**src/rtl/fat_chain_sector_builder_if.sv**
```systemverilog
// Request/completion handshake plus sector-buffer write port of the FAT sector builder.
interface fat_chain_sector_builder_if #(
    parameter int AW = 7
);
    logic          START;
    logic [23:0]   SECTOR_IDX;
    logic [31:0]   BEGIN_CLUST;
    logic [31:0]   EOF_CLUST;
    logic          BUSY;
    logic          DONE;
    logic          ERR;
    logic          WENA_SW;
    logic [AW-1:0] WADDR_SW;
    logic [31:0]   INPUT_SW;

    modport master (
        output START, SECTOR_IDX, BEGIN_CLUST, EOF_CLUST,
        input  BUSY, DONE, ERR, WENA_SW, WADDR_SW, INPUT_SW
    );

    modport slave (
        input  START, SECTOR_IDX, BEGIN_CLUST, EOF_CLUST,
        output BUSY, DONE, ERR, WENA_SW, WADDR_SW, INPUT_SW
    );
endinterface

```
**src/rtl/fat_chain_sector_builder.sv**
```systemverilog
// Builds one FAT sector holding a contiguous cluster chain and streams it, one
// registered word per cycle, into the sector buffer write port.
module fat_chain_sector_builder #(
    parameter int          ENTRY_BITS    = 32,
    parameter int          SECTOR_BYTES  = 512,
    parameter int          RESERVED_LAST = 1,
    parameter logic [31:0] EOC_VALUE     = 32'hFFFF_FFFF,
    parameter int          BYTE_SWAP     = 0
) (
    input logic                      CLK,
    input logic                      RST_N,
    fat_chain_sector_builder_if.slave bus
);
    localparam int          WORDS  = SECTOR_BYTES / 4;
    localparam int unsigned EPW    = 32 / ENTRY_BITS;
    localparam int          EPS    = WORDS * EPW;
    localparam int          AW     = $clog2(WORDS);
    localparam int          EPS_SH = $clog2(EPS);
    localparam int          EPW_SH = $clog2(EPW);
    localparam int unsigned EBYTES = ENTRY_BITS / 8;

    typedef enum logic [1:0] {S_IDLE, S_LATCH, S_WRITE, S_FIN} state_t;

    state_t        state_q, state_d;
    logic [23:0]   sect_q, sect_d;
    logic [31:0]   beg_q, beg_d;
    logic [31:0]   eof_q, eof_d;
    logic [31:0]   base_q, base_d;
    logic [AW-1:0] cnt_q, cnt_d;
    logic          wena_q, wena_d;
    logic [AW-1:0] waddr_q, waddr_d;
    logic [31:0]   data_q, data_d;
    logic          busy_q, busy_d;
    logic          done_q, done_d;
    logic          err_q, err_d;
    logic [31:0]   word_base;

    // Rules are ordered: reserved, end-of-chain, link, free.
    function automatic logic [ENTRY_BITS-1:0] entry_val(input logic [31:0] n,
                                                        input logic [31:0] b,
                                                        input logic [31:0] e);
        logic [31:0]           v;
        logic [ENTRY_BITS-1:0] t;
        logic [ENTRY_BITS-1:0] s;
        if (n <= 32'(RESERVED_LAST)) begin
            v = EOC_VALUE;
        end else if (n == e && b <= e) begin
            v = EOC_VALUE;
        end else if (n >= b && n < e) begin
            v = n + 32'd1;
            if (ENTRY_BITS == 32) v[31:28] = 4'h0;
        end else begin
            v = '0;
        end
        t = v[ENTRY_BITS-1:0];
        s = t;
        if (BYTE_SWAP != 0) begin
            for (int unsigned i = 0; i < EBYTES; i++) begin
                s[i*8 +: 8] = t[(EBYTES-1-i)*8 +: 8];
            end
        end
        return s;
    endfunction

    always_ff @(posedge CLK or negedge RST_N) begin
        if (!RST_N) begin
            state_q <= S_IDLE;
            sect_q  <= '0;
            beg_q   <= '0;
            eof_q   <= '0;
            base_q  <= '0;
            cnt_q   <= '0;
            wena_q  <= 1'b0;
            waddr_q <= '0;
            data_q  <= '0;
            busy_q  <= 1'b0;
            done_q  <= 1'b0;
            err_q   <= 1'b0;
        end else begin
            state_q <= state_d;
            sect_q  <= sect_d;
            beg_q   <= beg_d;
            eof_q   <= eof_d;
            base_q  <= base_d;
            cnt_q   <= cnt_d;
            wena_q  <= wena_d;
            waddr_q <= waddr_d;
            data_q  <= data_d;
            busy_q  <= busy_d;
            done_q  <= done_d;
            err_q   <= err_d;
        end
    end

    always_comb begin
        state_d = state_q;
        unique case (state_q)
            S_IDLE:  if (bus.START) state_d = S_LATCH;
            S_LATCH: state_d = S_WRITE;
            S_WRITE: if (cnt_q == AW'(WORDS - 1)) state_d = S_FIN;
            S_FIN:   state_d = S_IDLE;
            default: state_d = S_IDLE;
        endcase
    end

    assign word_base = base_q + (32'(cnt_q) << EPW_SH);

    // All outputs are registered, so they are computed one state ahead here.
    always_comb begin
        sect_d  = sect_q;
        beg_d   = beg_q;
        eof_d   = eof_q;
        base_d  = base_q;
        cnt_d   = cnt_q;
        wena_d  = 1'b0;
        waddr_d = '0;
        data_d  = '0;
        busy_d  = (state_d == S_WRITE) || (state_d == S_FIN);
        done_d  = (state_q == S_FIN);
        err_d   = (state_q == S_FIN) && (eof_q < beg_q);
        unique case (state_q)
            S_IDLE: begin
                if (bus.START) begin
                    sect_d = bus.SECTOR_IDX;
                    beg_d  = bus.BEGIN_CLUST;
                    eof_d  = bus.EOF_CLUST;
                end
            end
            S_LATCH: begin
                base_d = {8'h00, sect_q} << EPS_SH;
                cnt_d  = '0;
            end
            S_WRITE: begin
                wena_d  = 1'b1;
                waddr_d = cnt_q;
                cnt_d   = cnt_q + 1'b1;
                for (int unsigned l = 0; l < EPW; l++) begin
                    data_d[l*ENTRY_BITS +: ENTRY_BITS] = entry_val(word_base + 32'(l), beg_q, eof_q);
                end
            end
            default: ;
        endcase
    end

    assign bus.BUSY     = busy_q;
    assign bus.DONE     = done_q;
    assign bus.ERR      = err_q;
    assign bus.WENA_SW  = wena_q;
    assign bus.WADDR_SW = waddr_q;
    assign bus.INPUT_SW = data_q;
endmodule

```
**src/flat_wrapper.sv**
```systemverilog
// flat-port wrapper written by rule: the top's interface ports become plain ports
module fat_chain_sector_builder_flat 
#(
    parameter int          ENTRY_BITS    = 32,
    parameter int          SECTOR_BYTES  = 512,
    parameter int          RESERVED_LAST = 1,
    parameter logic [31:0] EOC_VALUE     = 32'hFFFF_FFFF,
    parameter int          BYTE_SWAP     = 0
)
  (CLK, RST_N, bus_START, bus_SECTOR_IDX, bus_BEGIN_CLUST, bus_EOF_CLUST, bus_BUSY, bus_DONE, bus_ERR, bus_WENA_SW, bus_WADDR_SW, bus_INPUT_SW);
  fat_chain_sector_builder_if #(.AW(7)) bus_i ();
  input logic CLK;
  input logic RST_N;
  input wire logic [$bits(bus_i.START)-1:0] bus_START;
  input wire logic [$bits(bus_i.SECTOR_IDX)-1:0] bus_SECTOR_IDX;
  input wire logic [$bits(bus_i.BEGIN_CLUST)-1:0] bus_BEGIN_CLUST;
  input wire logic [$bits(bus_i.EOF_CLUST)-1:0] bus_EOF_CLUST;
  output wire logic [$bits(bus_i.BUSY)-1:0] bus_BUSY;
  output wire logic [$bits(bus_i.DONE)-1:0] bus_DONE;
  output wire logic [$bits(bus_i.ERR)-1:0] bus_ERR;
  output wire logic [$bits(bus_i.WENA_SW)-1:0] bus_WENA_SW;
  output wire logic [$bits(bus_i.WADDR_SW)-1:0] bus_WADDR_SW;
  output wire logic [$bits(bus_i.INPUT_SW)-1:0] bus_INPUT_SW;
  assign bus_i.START = bus_START;
  assign bus_i.SECTOR_IDX = bus_SECTOR_IDX;
  assign bus_i.BEGIN_CLUST = bus_BEGIN_CLUST;
  assign bus_i.EOF_CLUST = bus_EOF_CLUST;
  assign bus_BUSY = bus_i.BUSY;
  assign bus_DONE = bus_i.DONE;
  assign bus_ERR = bus_i.ERR;
  assign bus_WENA_SW = bus_i.WENA_SW;
  assign bus_WADDR_SW = bus_i.WADDR_SW;
  assign bus_INPUT_SW = bus_i.INPUT_SW;
  fat_chain_sector_builder #(.ENTRY_BITS(ENTRY_BITS), .SECTOR_BYTES(SECTOR_BYTES), .RESERVED_LAST(RESERVED_LAST), .EOC_VALUE(EOC_VALUE), .BYTE_SWAP(BYTE_SWAP)) u_core (.CLK(CLK), .RST_N(RST_N), .bus(bus_i));
endmodule
```
**config.mk**
```make
export PLATFORM = sky130hd
export DESIGN_NAME = fat_chain_sector_builder_flat
export DESIGN_NICKNAME = d
export VERILOG_FILES = /design/src/rtl/fat_chain_sector_builder_if.sv /design/src/rtl/fat_chain_sector_builder.sv /design/src/flat_wrapper.sv
export SDC_FILE = /design/constraint.sdc
export NUM_CORES = 1
export LEC_CHECK = 0
export ABC_AREA = 1
export CAP_MARGIN = 25
export CORE_MARGIN = 2
export CORE_UTILIZATION = 50
export DETAILED_ROUTE_END_ITERATION = 7
export GPL_TIMING_DRIVEN = 0
export MAX_ROUTING_LAYER = met4
export PLACE_DENSITY = 0.75
export SLEW_MARGIN = 20
export SYNTH_ARGS = -nofsm -noshare
export SYNTH_HDL_FRONTEND = slang
export SYNTH_SLANG_ARGS = --single-unit
```
**constraint.sdc**
```tcl
create_clock -name CLK -period 2 [get_ports CLK]
set_input_delay 0.4 -clock CLK [delete_from_list [all_inputs] [get_ports CLK]]
set_output_delay 0.4 -clock CLK [all_outputs]
set_load 0.01 [all_outputs]
```
# == Yosys cells after proc, flatten, opt, wreduce, memory -nomap -nowiden ==
# Index checks and enable logic that the tools add are counted.
# totals
register_bits,164
in_bits,91
out_inout_bits,43
elab_cells,44
# classes
n_addsub,3
n_lt_le_gt_ge,5
eq_ne,7
mux,10
n_reduce_logical,7
# ops
operator,count
$mux W32,3
$lt A32 B32 Y1,2
$add A31 B7 Y32,1
$eq A32 B32 Y1,1
$ge A32 B32 Y1,1
$le A32 B1 Y1 const B,1
$le A32 B32 Y1,1
$add A28 B1 Y28 const B,1
$mux W28,1
$pmux W7 S2,1
$eq A2 B2 Y1 const B,4
$pmux W2 S4,1
$add A7 B1 Y7 const B,1
$eq A7 B7 Y1 const B,1
$mux W7,1
$mux W2,2
$logic_and A1 B1 Y1,3
$eq A2 B1 Y1 const B,1
$logic_not A2 Y1,1
$reduce_and A2 Y1,1
$reduce_bool A2 Y1,1
$logic_or A1 B1 Y1,1
$mux W1,1

# == Depth between registers and ports, before layout ==
# Gate-level depths: netlist of the first run.
# logic_depth
word_depth,7
ltp_mapped,19
mapped_depth_nobuf,17

# == Worst setup path before layout of the first run ==
# Ideal clock, no wire load.
# synth_timing
path_type,reg2reg
from,register u_core.cnt_q[5]
to,register u_core.data_q[3] (netlist: u_core.bus.INPUT_SW[3])
arrival_ns,1.863
t_required_ns,1.934
setup_slack_ns,0.071
path_stages_with_launch,12
period_less_slack_ns,1.929
path_cell_list,dfrtp_1 -> ha_1 -> a21oi_1 -> nor2_1 -> nor3_1 -> nand2_1 -> nand2_1 -> nand2_1 -> a21oi_2 -> buf_4 -> nand3_1 -> nand2_1
# synth_between
elab_chain_cells,7
# synth_lines
item,line,source
from (decl),fat_chain_sector_builder.sv:29,"logic [AW-1:0] cnt_q, cnt_d;"
from (signal assigned),fat_chain_sector_builder.sv:85,cnt_q <= cnt_d;
$add A31 B7 Y32 *,fat_chain_sector_builder.sv:106,assign word_base = base_q + (32'(cnt_q) << EPW_SH);
$ge A32 B32 Y1 or $lt A32 B32 Y1 (tied branches),fat_chain_sector_builder.sv:49,end else if (n >= b && n < e) begin
$logic_and A1 B1 Y1,fat_chain_sector_builder.sv:49,
$mux W28,fat_chain_sector_builder.sv:49,
$mux W32,fat_chain_sector_builder.sv:47,end else if (n == e && b <= e) begin
$mux W32 *,fat_chain_sector_builder.sv:45,if (n <= 32'(RESERVED_LAST)) begin
$mux W32 *,fat_chain_sector_builder.sv:121,unique case (state_q)
net u_core.data_d[3],fat_chain_sector_builder.sv:32,"logic [31:0] data_q, data_d;"
to (signal assigned),fat_chain_sector_builder.sv:88,data_q <= data_d;
to (decl),fat_chain_sector_builder.sv:32,
# Mark *: on every way through the listed nets, which the timed path passes. The rest lies on a longest branch.
# A chain may end at the register's enable or synchronous reset.

# == Worst setup path after layout of the first run ==
# layout_timing
from,register u_core.base_q[20]
to,register u_core.data_q[16] (netlist: u_core.bus.INPUT_SW[16])
# layout_between
elab_chain_cells,7
# layout_lines
item,line,source
from (decl),fat_chain_sector_builder.sv:28,"logic [31:0] base_q, base_d;"
from (signal assigned),fat_chain_sector_builder.sv:84,base_q <= base_d;
$add A31 B7 Y32 *,fat_chain_sector_builder.sv:106,
$ge A32 B32 Y1 or $lt A32 B32 Y1 (tied branches),fat_chain_sector_builder.sv:49,
$logic_and A1 B1 Y1,fat_chain_sector_builder.sv:49,
$mux W28,fat_chain_sector_builder.sv:49,
$mux W32,fat_chain_sector_builder.sv:47,
$mux W32 *,fat_chain_sector_builder.sv:45,
$mux W32 *,fat_chain_sector_builder.sv:121,
net u_core.data_d[16],fat_chain_sector_builder.sv:32,
# Marked as above.

==> impl_results.md, run 1 <==
* CTS Buf Count at 17
* GR Util met3 at 4.42%
* CP Class: reg -> reg
* Hold_ws at -18.0 ps
* Root Buffer: clkbuf_16
* P_int at 5.25 mW
* Worst Clk Skew at 11.2 ps
* Reg2Reg Depth at 11
* Via/cell ratio at 5.47
* #FFs+latches synth at 160
* DRC viols at 0
* RSZ-0062 raised after global routing: true
* Crit path DAT at 2430 ps
* Internal reg-to-reg setup slack at -110 ps
* Drt first pass iters at 6
* Setup TNS at -2450 ps
* Max transition margin at 51.9%
* Initial Utilization at 51.3%
* Crit end category: flip-flop
* Clock power frac at 48.3%
* Routed WL at 25,200 µm
* Port bufs at 133
* Avg Synthesized Cell Area at 8.64 µm²
* CTS tree: built
* First-pass GRT wire length at 37,800 µm
* I/O pin count at 134
* Detailed placement HPWL at 17,300 µm
* Max-slew violations at 0
* Switching Share at 22.3%
* Gr usage total at 27.3%
* Post-synth top flop: dfrtp_1
* Post-synthesis cell count at 1,035
* H-tree depth at 4
* Fillers at 1,306
* Power per cell area at 555 nW/µm²
* Crit path to: u_core.bus.INPUT_SW[16]
* Core area at 17,400 µm²
* Share of post-route cells with drive strength above 1 at 22.6%
* Flop pwr share at 47.9%
* Grt ovf at 0
* Initial antenna violation count at 0
* Mapped Nets at 1,228
* Clk_lat worst skew at 440 ps
* Hold Crit Class: in -> async
* Die ar. at 19,000 µm²
* Post-layout nets at 1,423
* Critical path required time at 2320 ps
* Yosys cell types at 38
* Largest net degree at the start of global routing at 96
* Met2 Use GR at 44.2%
* Area growth, synth to finish at 36.1%
* Crit-path cells: ha_1 -> nand2_1 -> nor2_4 -> nand4_1 -> buf_6 -> nor4_4 -> a21oi_4 -> buf_12 -> buf_6 -> nand3_2 -> nand2_1
* Lkg Pwr at 6.18 nW
* Gp weighted congestion at 0.879
* Via count at 8,026
* P_sw at 1.50 mW
* Final ANT Viol Nets at 0
* Max_cap viols at 0
* Final Non-Filler Cells at 1,468
* Critical Path Start: u_core.base_q[20]
* Netlist Area Pre-Place at 8940 µm²
* Logic pwr share at 3.8%
* Failing checks: negative hold slack, negative setup slack
* Post-synth EDFFs at 0
* CTS Buffer Depth at 2
* Crit path max fanout at 10
* Status: finished with violations
* Final Cycle Share at 105%
* Achievable clock frequency at 474 MHz
* R2R Path Start: u_core.base_q[20]
* Diode count at 0
* DR iter-0 viols at 588
* RR Endpoint: u_core.bus.INPUT_SW[16]
* Slowest CP cell: dfrtp_2
* Height of the die at 138 µm
* Fin. Hold Viols at 10
* Yosys warns at 0
* Final setup vio count at 29
* Clk pin slew, worst setup/hold paths at 70 ps
* GR peak layer: met2
* Vias in the first global route at 7,438
* Pre-CTS setup slack at -611 ps
* IR drop worst, VDD at 0.000652 V
* Cell Rows at 48
* Max incr delay on CP at 460 ps
* Overall power at 6.75 mW
* Clk sinks at 160
* Sequential fraction of the synthesis area at 44.8%
* Ys async rst share at 100%
* Die W at 138 µm
* Met1 global-route usage at 34.9%
* Tightest Pin Transition at 722 ps
* Routed len/inst at 17.1 µm
* Fin crit period at 2110 ps
* # hold bufs at CTS at 0
* DP Cell Count at 1,394
* Critical Path Start Type: flip-flop
* Setup WS post-layout at -110 ps
## metal layers
layer / wire length, µm / vias to the layer above / part of all wire (%)
li1: - / 3807 / -
met1: 10400 / 3818 / 42
met2: 12200 / 329 / 48
met3: 1740 / 72 / 6.9
met4: 786 / 0 / 3.1
met5: 0 / - / 0
## how the worst min path moves through the flow
stage	endpoint	slack [ps]	cells after the start
finish	u_core.beg_q[5]	-20	1
global route	u_core.bus.ERR	50	1
CTS	u_core.beg_q[3]	10	1
detailed placement	u_core.base_q[27]	460	2
global placement	u_core.base_q[27]	450	2
floorplan	u_core.base_q[10]	100	0
## cell usage in the layout, fill, tap and decap left out, drive strengths merged
cell	instances
nand3	49
and3	1
nand3b	2
nor3	15
a21oi	125
xnor2	1
bufinv	2
nor4	7
o21a	4
nand2	173
clkinv	7
or2	1
o211ai	1
nor3b	1
clkbuf	39
nor2	117
mux2	26
buf	57
o21ai	60
nand4	18
ha	102
inv	137
a21o	2
dfrtp	160
clkdlybuf4s50	132
clkinvlp	3
a31oi	1
## power groups by stage
stage | clock network, mW | logic, mW | registers [mW]
finish | 3.26 | 0.254 | 3.24
global route | 3.41 | 0.278 | 3.23
CTS | 3.28 | 0.259 | 3.24
detailed placement | 0 | 0.258 | 3.30
global placement | 0 | 0.249 | 3.30
floorplan | 0 | 0.00124 | 3.30
## area by class of cell
| type | instances | area [µm²] | share of cell area (%) |
|---|---|---|---|
| clock buffer | 17 | 425 | 3.50 |
| multi-input combinational | 706 | 4810 | 39.6 |
| timing repair buffer | 176 | 1730 | 14.2 |
| clock inverter | 15 | 161 | 1.33 |
| tap | 225 | 282 | 2.31 |
| inverter | 134 | 503 | 4.13 |
| sequential | 160 | 4030 | 33.2 |
| buffer | 35 | 223 | 1.83 |
## timing repair
action | in CTS | in global routing
endpoints found under the hold margin | 0 | 0
gates resized for setup | 91 | 87
cloned | 2 | 0
endpoints found under the setup margin | 107 | 81
buffers inserted | 22 | 19
pin swaps | 16 | 34
## synthesized netlist by cell type (5+ instances only)
library cell | n | area, µm²
nand4_1 | 18 | 113
mux2_2 | 26 | 293
a21oi_1 | 123 | 616
inv_1 | 134 | 503
nor2_1 | 110 | 413
buf_1 | 5 | 18.8
dfrtp_1 | 160 | 4000
o21ai_0 | 55 | 275
nand3_1 | 46 | 230
nor3_1 | 12 | 60.1
clkbuf_1 | 20 | 75.1
nand2_1 | 168 | 631
ha_1 | 102 | 1280
nor4_1 | 7 | 43.8
nor2_2 | 5 | 31.3
## registers in the layout, indices dropped and copies added (netlist names)
name,cells
u_core.beg_q,32
u_core.eof_q,32
u_core.bus.INPUT_SW,29
u_core.base_q,24
u_core.sect_q,24
u_core.bus.WADDR_SW,7
u_core.cnt_q,7
u_core.bus.BUSY,1
u_core.bus.DONE,1
u_core.bus.ERR,1
u_core.bus.WENA_SW,1
u_core.state_q,1
## kinds of logic (layout without fill, tap and decap cells)
family          Yosys count  count (layout)  share of synthesized area (%)
fa+ha+maj               102             102                           14.3
xor+xnor                  1               1                         0.0980
simple gates            384             384                           18.9
mux                      26              26                           3.28
flops                   160             160                           44.8
buf+inv                 169             377                           7.52
compound gates          193             193                           11.1
## through the flow
stage,util (%),area [µm²]
6_report,69.9,12200
5_1_grt,69.9,12200
4_1_cts,67.0,11700
3_5_place_dp,60.8,10600
3_3_place_gp,60.6,10600
2_1_floorplan,-,8940
## critical path: cells and delay by family, from the launching register on
kind | cells | cell delay (ps)
simple gates | 6 | 680
flops | 1 | 460
buf+inv | 3 | 440
fa+ha+maj | 1 | 300
compound gates | 1 | 110
No activity file was read; power rests on OpenSTA's default activity.
==> run 2, diff against run 1 <==
Settings changed: CORE_UTILIZATION 50 to 46, PLACE_DENSITY 0.75 to 0.69.
==> impl_results.md, run 2 (synthesis gave the netlist of run 1 again) <==
* DRC viols at 0
* Lkg Pwr at 6.12 nW
* Clk pin slew, worst setup/hold paths at 60 ps
* Crit path DAT at 2500 ps
* Post-layout nets at 1,410
* Most frequent cells in the layout: nand2_1, dfrtp_1, clkdlybuf4s50_1
* Via/cell ratio at 5.16
* IR drop worst, VDD at 0.000588 V
* Largest net degree at the start of global routing at 101
* Detailed placement HPWL at 17,500 µm
* CP Class: reg -> reg
* Final Core Density at 63.4%
* Failing checks: negative setup slack
* Setup WS post-layout at -131 ps
* Gr usage total at 24.7%
* Port bufs at 133
* Max_cap viols at 0
* CTS Buffer Depth at 2
* Gp weighted congestion at 0.895
* Crit path max fanout at 6
* Tightest Pin Transition at 588 ps
* Final ANT Viol Nets at 0
* Worst Clk Skew at 9.14 ps
* Overall power at 6.68 mW
* Share of post-route cells with drive strength above 1 at 19.9%
* Final Cycle Share at 107%
* Fillers at 1,592
* Fin crit period at 2130 ps
* Height of the die at 143 µm
* Via count at 7,685
* R2R Path Start: u_core.eof_q[21]
* First-pass GRT wire length at 37,800 µm
* Diode count at 0
* Hold Startpoint: u_core.sect_q[9]
* Pre-CTS setup slack at -668 ps
* Vias in the first global route at 7,362
* CTS tree: built
* Crit end category: flip-flop
* Hold depth at 2
* Area growth, synth to finish at 34.0%
* Post-route cell area at 12,000 µm²
* Final setup vio count at 29
* DP Area at 10,600 µm²
* Grt ovf at 0
* CTS Buf Count at 17
* I/O pin count at 134
* Critical path required time at 2370 ps
* Die ar. at 20,600 µm²
* Most common cell after layout, fill and taps aside: nand2_1
* DP Cell Count at 1,429
* DR iter-0 viols at 603
* Initial Utilization at 47.3%
* Status: finished with violations
* Critical Path Start Type: flip-flop
* Routed WL at 24,300 µm
* Initial antenna violation count at 0
* Power per cell area at 557 nW/µm²
* Clk sinks at 160
* RSZ-0062 raised after global routing: true
* Drt first pass iters at 7
* Worst Hold End: u_core.base_q[16]
* RR Endpoint: u_core.bus.INPUT_SW[5]
* Final Non-Filler Cells at 1,489
* Achievable clock frequency at 469 MHz
* Max-slew violations at 0
* H-tree depth at 4
* Max transition margin at 60.8%
* Die W at 143 µm
* Fin. Hold Viols at 0
* Reg2Reg Depth at 12
* Cell Rows at 50
* Core area at 18,900 µm²
* Clk_lat worst skew at 430 ps
* Internal reg-to-reg setup slack at -130 ps
* Hold Crit Class: reg -> reg
* Root Buffer: clkbuf_16
* Routed len/inst at 16.3 µm
[run 2: cell type report]
| type | count | area [µm²] | share of cell area [%] |
|---|---|---|---|
| Buffer | 34 | 223 | 1.86 |
| Clock inverter | 10 | 111 | 0.930 |
| Timing Repair Buffer | 164 | 1630 | 13.6 |
| Multi-Input combinational cell | 706 | 4710 | 39.3 |
| Clock buffer | 21 | 450 | 3.76 |
| Inverter | 134 | 503 | 4.20 |
| Tap cell | 260 | 325 | 2.72 |
| Sequential cell | 160 | 4030 | 33.6 |
[run 2: stage by stage]
stage	setup TNS (ps)	hold WS [ps]
3_5_place_dp	-56750	356
4_1_cts	-1680	485
6_report	-2890	481
3_3_place_gp	-994600	460
5_1_grt	-4680	505
2_1_floorplan	0	104
[run 2: critical path, stage by stage, from the launching register on]
cell and delay (ps):
dfrtp_1 400, inv_2 70, ha_4 270, nand2_2 50
nor2_2 120, nand4_1 260, nor3b_2 290, nand2_2 100
nand2_2 110, nand2_4 70, buf_6 150, buf_4 130
nand2_1 50
[run 2: what timing repair did]
action,4_1_cts,5_1_grt
gates cloned,3,0
resized for setup,70,86
pin swaps,10,38
endpoints found under the hold margin,60,0
setup endpoints to repair,117,80
buffers inserted,15,12
hold buffers,1,0
[run 2: power by group]
| part | internal (mW) | switching, mW | total (mW) |
|---|---|---|---|
| registers | 3.24 | 0 | 3.24 |
| logic | 0.161 | 0.0942 | 0.255 |
| clock network | 1.86 | 1.33 | 3.18 |
| total | 5.25 | 1.42 | 6.68 |
[run 2: how the worst max path moves through the flow]
stage / start / slack [ps] / end
final: u_core.eof_q[21] / -130 / u_core.bus.INPUT_SW[5]
after global routing: u_core.eof_q[18] / -190 / u_core.bus.INPUT_SW[21]
after CTS: u_core.eof_q[21] / -90 / u_core.bus.INPUT_SW[25]
after detailed placement: bus_START / -670 / u_core.beg_q[3]
after global placement: RST_N / -5890 / u_core.beg_q[22]
after floorplan: u_core.cnt_q[5] / 70 / u_core.bus.INPUT_SW[3]
[run 2: per-layer routing]
layer  up-vias  global-route usage (%)  share of wire [%]
li1       3789                       -                  -
met1      3601                    32.6                 44
met2       253                    39.4                 48
met3        42                    4.00                5.6
met4         0                    7.89                1.9
met5         -                       -                  0
